===== src/rtl/signed_mult_pkg.sv =====
// signed_mult_pkg: FSM encoding and default operand width shared by the Booth multiplier controller.
package signed_mult_pkg;

    localparam int MP_BITS_DEF = 16;

    typedef enum logic [2:0] {
        S_IDLE  = 3'd0,
        S_LOAD  = 3'd1,
        S_EVAL  = 3'd2,
        S_SHIFT = 3'd3,
        S_DONE  = 3'd4
    } state_t;

endpackage


===== src/rtl/signed_mult_ctrl_step.sv =====
// mult_step_counter: Booth iteration counter; clears on LOAD, holds at MP_BITS-1 rather than wrapping.
module mult_step_counter
    import signed_mult_pkg::*;
#(
    parameter  int MP_BITS = MP_BITS_DEF,
    localparam int CNT_W   = $clog2(MP_BITS)
) (
    input  logic             clk,
    input  logic             rst,
    input  logic             clr,
    input  logic             en,
    output logic [CNT_W-1:0] count,
    output logic             term
);

    assign term = count == CNT_W'(MP_BITS - 1);

    always_ff @(posedge clk) begin
        if (rst || clr)
            count <= '0;
        else if (en && !term)
            count <= count + CNT_W'(1);
    end

endmodule


===== src/rtl/signed_mult_ctrl.sv =====
// signed_mult_ctrl: radix-2 Booth multiplier sequencer driving LOAD/ADD/SUB/SHIFT to an external datapath.
// Build option BOOTH_SKIP_EN folds no-op Booth pairs (00/11) into a single shifting EVAL cycle.
module signed_mult_ctrl
    import signed_mult_pkg::*;
#(
    parameter  int MP_BITS = MP_BITS_DEF,
    localparam int CNT_W   = $clog2(MP_BITS)
) (
    input  logic             clk,
    input  logic             rst,
    input  logic             START,
    input  logic             Q0,
    input  logic             QM1,
    output logic             LOAD,
    output logic             ADD,
    output logic             SUB,
    output logic             SHIFT,
    output logic             BUSY,
    output logic             DONE,
    output logic [CNT_W-1:0] STEP
);

    state_t r_state;
    state_t w_next;
    logic   w_eval;
    logic   w_skip;
    logic   w_term;

    assign w_eval = r_state == S_EVAL;

`ifdef BOOTH_SKIP_EN
    assign w_skip = w_eval && (Q0 == QM1);
`else
    assign w_skip = 1'b0;
`endif

    // Unused encodings fall back to IDLE.
    always_comb begin
        w_next = (r_state == S_IDLE)  ? (START ? S_LOAD : S_IDLE) :
                 (r_state == S_LOAD)  ? S_EVAL :
                 (r_state == S_EVAL)  ? (w_skip ? (w_term ? S_DONE : S_EVAL) : S_SHIFT) :
                 (r_state == S_SHIFT) ? (w_term ? S_DONE : S_EVAL) :
                 S_IDLE;
    end

    always_ff @(posedge clk) begin
        if (rst)
            r_state <= S_IDLE;
        else
            r_state <= w_next;
    end

    assign LOAD  = r_state == S_LOAD;
    assign BUSY  = r_state != S_IDLE;
    assign DONE  = r_state == S_DONE;
    assign ADD   = w_eval && !Q0 && QM1;
    assign SUB   = w_eval && Q0 && !QM1;
    assign SHIFT = (r_state == S_SHIFT) || w_skip;

    mult_step_counter #(
        .MP_BITS (MP_BITS)
    ) u_step (
        .clk   (clk),
        .rst   (rst),
        .clr   (LOAD),
        .en    (SHIFT),
        .count (STEP),
        .term  (w_term)
    );

endmodule

===== config.mk =====
export PLATFORM = sky130hd
export DESIGN_NAME = signed_mult_ctrl
export DESIGN_NICKNAME = d
export VERILOG_FILES = /design/src/rtl/signed_mult_pkg.sv /design/src/rtl/signed_mult_ctrl_step.sv /design/src/rtl/signed_mult_ctrl.sv
export SDC_FILE = /design/constraint.sdc
export NUM_CORES = 1
export LEC_CHECK = 0
export BUFFER_PORTS_ARGS = -buffer_cell sky130_fd_sc_hd__buf_4
export CAP_MARGIN = 25
export CORE_AREA = 2 2 39 41
export CTS_BUF_LIST = sky130_fd_sc_hd__clkbuf_4
export DETAILED_ROUTE_END_ITERATION = 8
export DIE_AREA = 0 0 41 43
export PLACE_DENSITY_LB_ADDON = 0.12
export SYNTH_ARGS = -nofsm -noshare
export SYNTH_HDL_FRONTEND = slang
export SYNTH_SLANG_ARGS = --single-unit

===== constraint.sdc =====
create_clock -name clk -period 1.4 [get_ports clk]
set_input_delay 0.21 -clock clk [delete_from_list [all_inputs] [get_ports clk]]
set_output_delay 0.21 -clock clk [all_outputs]
set_load 0.05 [all_outputs]

==> impl_metrics.py <==
metrics = {
    "synth": {
        "seq_area_frac_synth_pct": 40.9,
        "syn_inst": 38,
        "synth_common_cells": "7 x dfxtp_1, 4 x a21oi_1, 4 x nor3b_1, 3 x o21ai_0",
        "synthTopCellsByArea": "dfxtp_1 41%, nor3b_1 8.8%, a21oi_1 5.8%, nand3b_4 5.8%, o21ai_0 4.4%",
        "synth_top_cell_by_area": "dfxtp_1",
        "syn_nets": 44,
        "synth_edf_count": 0,
        "syn_area_per_cell_sq_um": 9.02,
        "yosysWarnings": 0,
        "synth.most_common_cell": "dfxtp_1",
        "synth-main-ff-cell": "dfxtp_1",
        "yosys.cell_types.count": 20,
        "netlist_area_sq_um": 343,
        "synth_top_area_share_pct": 40.9,
        "ys_ff_latch": 7,
        "async_flop_share_pct": 0,
    },
    "floorplan": {
        "initial_core_util_pct": 24.8,
        "die_y_um": 43,
        "rows": 14,
        "core_region_area_sq_um": 1380,
        "ios": 15,
        "die_area_sq_um": 1760,
        "die_w_um": 41,
    },
    "placement": {
        "place_hpwl_um": 601,
        "io_buffer_count": 14,
        "place_area_sq_um": 512,
        "gp_congestion": 0.639,
    },
    "worst_setup_path": {
        "worstRegToRegCells": 4,
        "crit_end": "ADD",
        "crit_fanout": 5,
        "arrival_ps": 1180,
        "rrSetupSlack_ps": 70,
        "crit_type": "register to output pin",
        "required_ps": 1190,
        "startpoint": "r_state[0]$_SDFF_PP0_",
        "critPathCaptureType": "output pin",
        "timing.rr.end": "u_step.count[0]$_SDFFE_PP0P_",
        "r2r_start": "u_step.count[0]$_SDFFE_PP0P_",
        "startpoint_type": "register",
    },
    "status": {
        "status": "completed",
    },
    "final_layout": {
        "num_antenna_cells": 0,
        "final_nets": 66,
        "areaGrowthSynthToFinish_pct": 76.3,
        "drive_gt1_share_pct": 61.0,
        "final_util_pct": 43.7,
        "stdcell_area_sq_um": 604,
    },
    "clocking": {
        "cts_tree": "built",
        "worstSkewPairLatency_ps": 250,
        "htreeDepth": 1,
        "clkTransAtPathRegs_ps": 50,
        "cts_root_buf": "clkbuf_4",
        "cts_buffer_depth": 2,
        "ctsHoldBuffers": 0,
        "cts_buffers": 3,
        "cts_sinks": 7,
    },
    "drt": {
        "routed-via-count": 371,
        "dr.pass1.iters": 4,
        "drcViolationCount": 0,
        "totalWireLength_um": 822,
        "via_per_inst": 4.95,
        "wl_per_cell_um": 11.0,
        "drt_iter0_drc": 17,
        "ant_nets": 0,
    },
    "power": {
        "p_leak_nw": 0.271,
        "ir_drop_mv": 0.423,
        "power_density_nw_per_um2": 890,
    },
    "timing": {
        "slew_violations": 0,
        "rsz0062_at_grt": "true",
        "finalCriticalPeriod_ps": 1390,
        "period_share_pct": 99.1,
        "finalSetupViolations": 0,
        "fmax_mhz": 721,
        "tns_ps": 0,
        "clock-skew-final_ps": 0.998,
        "final_hold_viol_count": 0,
        "worst_pin_slew_ps": 230,
        "slew_headroom_pct": 84.5,
    },
    "job": {
        "max-cap-violations": 0,
    },
    "global_routing": {
        "overflow": 0,
        "grt_pass1_vias": 319,
        "grt_pass1_wl_um": 1270,
        "antenna_found_initial": 0,
        "grt_max_degree": 9,
        "grtUsageTotal_pct": 10.6,
    },
    "hold_path": {
        "hold_class": "primary input to register",
    },
}
final cells by class:
| class | instances | area, sq um |
|---|---|---|
| Multi-Input combinational cell | 30 | 239 |
| Timing Repair Buffer | 17 | 158 |
| Clock buffer | 4 | 30.0 |
| Tap cell | 16 | 20.0 |
| Fill cell | 138 | 779 |
| Sequential cell | 7 | 151 |
| Inverter | 1 | 6.26 |
sequential cells by signal, indices dropped and copies added (netlist names):
name,flops
r_state,3
u_step.count,4
logic make-up after synthesis:
family                     Yosys count  synth area share, %
and+or+nand+nor                     20                 40.2
AOI/OAI and AO/OA                    9                 14.2
DFF                                  7                 40.9
buffers and inverters                1                 1.09
adders and majority gates            1                 3.65
layout by cell type (no fill, tap or decap), types with 2 or more instances in the layout:
cell,n
or3_1,2
nor3b_2,3
a21oi_1,4
buf_6,4
buf_4,11
nor3_1,2
dfxtp_4,2
clkbuf_4,4
o21ai_0,3
buf_8,2
dfxtp_2,3
dfxtp_1,2
report_power, final:
| part | internal, mW | switching [mW] |
|---|---|---|
| combinational | 0.0542 | 0.0632 |
| sequential | 0.204 | 0.0102 |
| clock | 0.128 | 0.0778 |
metal layers:
| metal | track usage [%] | vias up | routed length, um |
|---|---|---|---|
| li1 | - | 189 | - |
| met1 | 15.2 | 159 | 377 |
| met2 | 13.4 | 21 | 359 |
| met3 | 3.14 | 2 | 64 |
| met4 | 6.00 | 0 | 21 |
| met5 | 0 | - | 0 |
per-stage QoR:
| stage | setup slack (ps) | hold WS (ps) | std cells | total power, mW |
|---|---|---|---|---|
| after floorplan | -129 | 282 | 38 | 0.282 |
| after global placement | 121 | 401 | 70 | 0.321 |
| after detailed placement | 91.1 | 403 | 70 | 0.320 |
| after CTS | -69.7 | 124 | 74 | 0.537 |
| after global routing | -35.5 | 131 | 75 | 0.562 |
| final | 12.5 | 128 | 75 | 0.538 |
repair_timing:
item,CTS,global route
endpoints found under the setup margin,5,5
buffers inserted,0,1
pin swaps,2,3
gates resized for setup,7,12
cloned,0,0
critical path, cell delays in order, from the launching register on:
cell and delay (ps):
dfxtp_4 360, nor2_4 110, nand2_2 70, nor3b_2 200, buf_6 180
how the worst min path moves through the flow:
| stage | slack [ps] | cells past startpoint | start | end |
|---|---|---|---|---|
| after floorplan | 280 | 1 | rst | r_state[0]$_SDFF_PP0_ |
| after global placement | 400 | 2 | rst | r_state[0]$_SDFF_PP0_ |
| after detailed placement | 400 | 2 | rst | r_state[0]$_SDFF_PP0_ |
| after CTS | 120 | 2 | rst | r_state[0]$_SDFF_PP0_ |
| after global routing | 130 | 2 | rst | r_state[0]$_SDFF_PP0_ |
| final | 130 | 2 | rst | r_state[0]$_SDFF_PP0_ |
(Power assumes the default switching activity.)
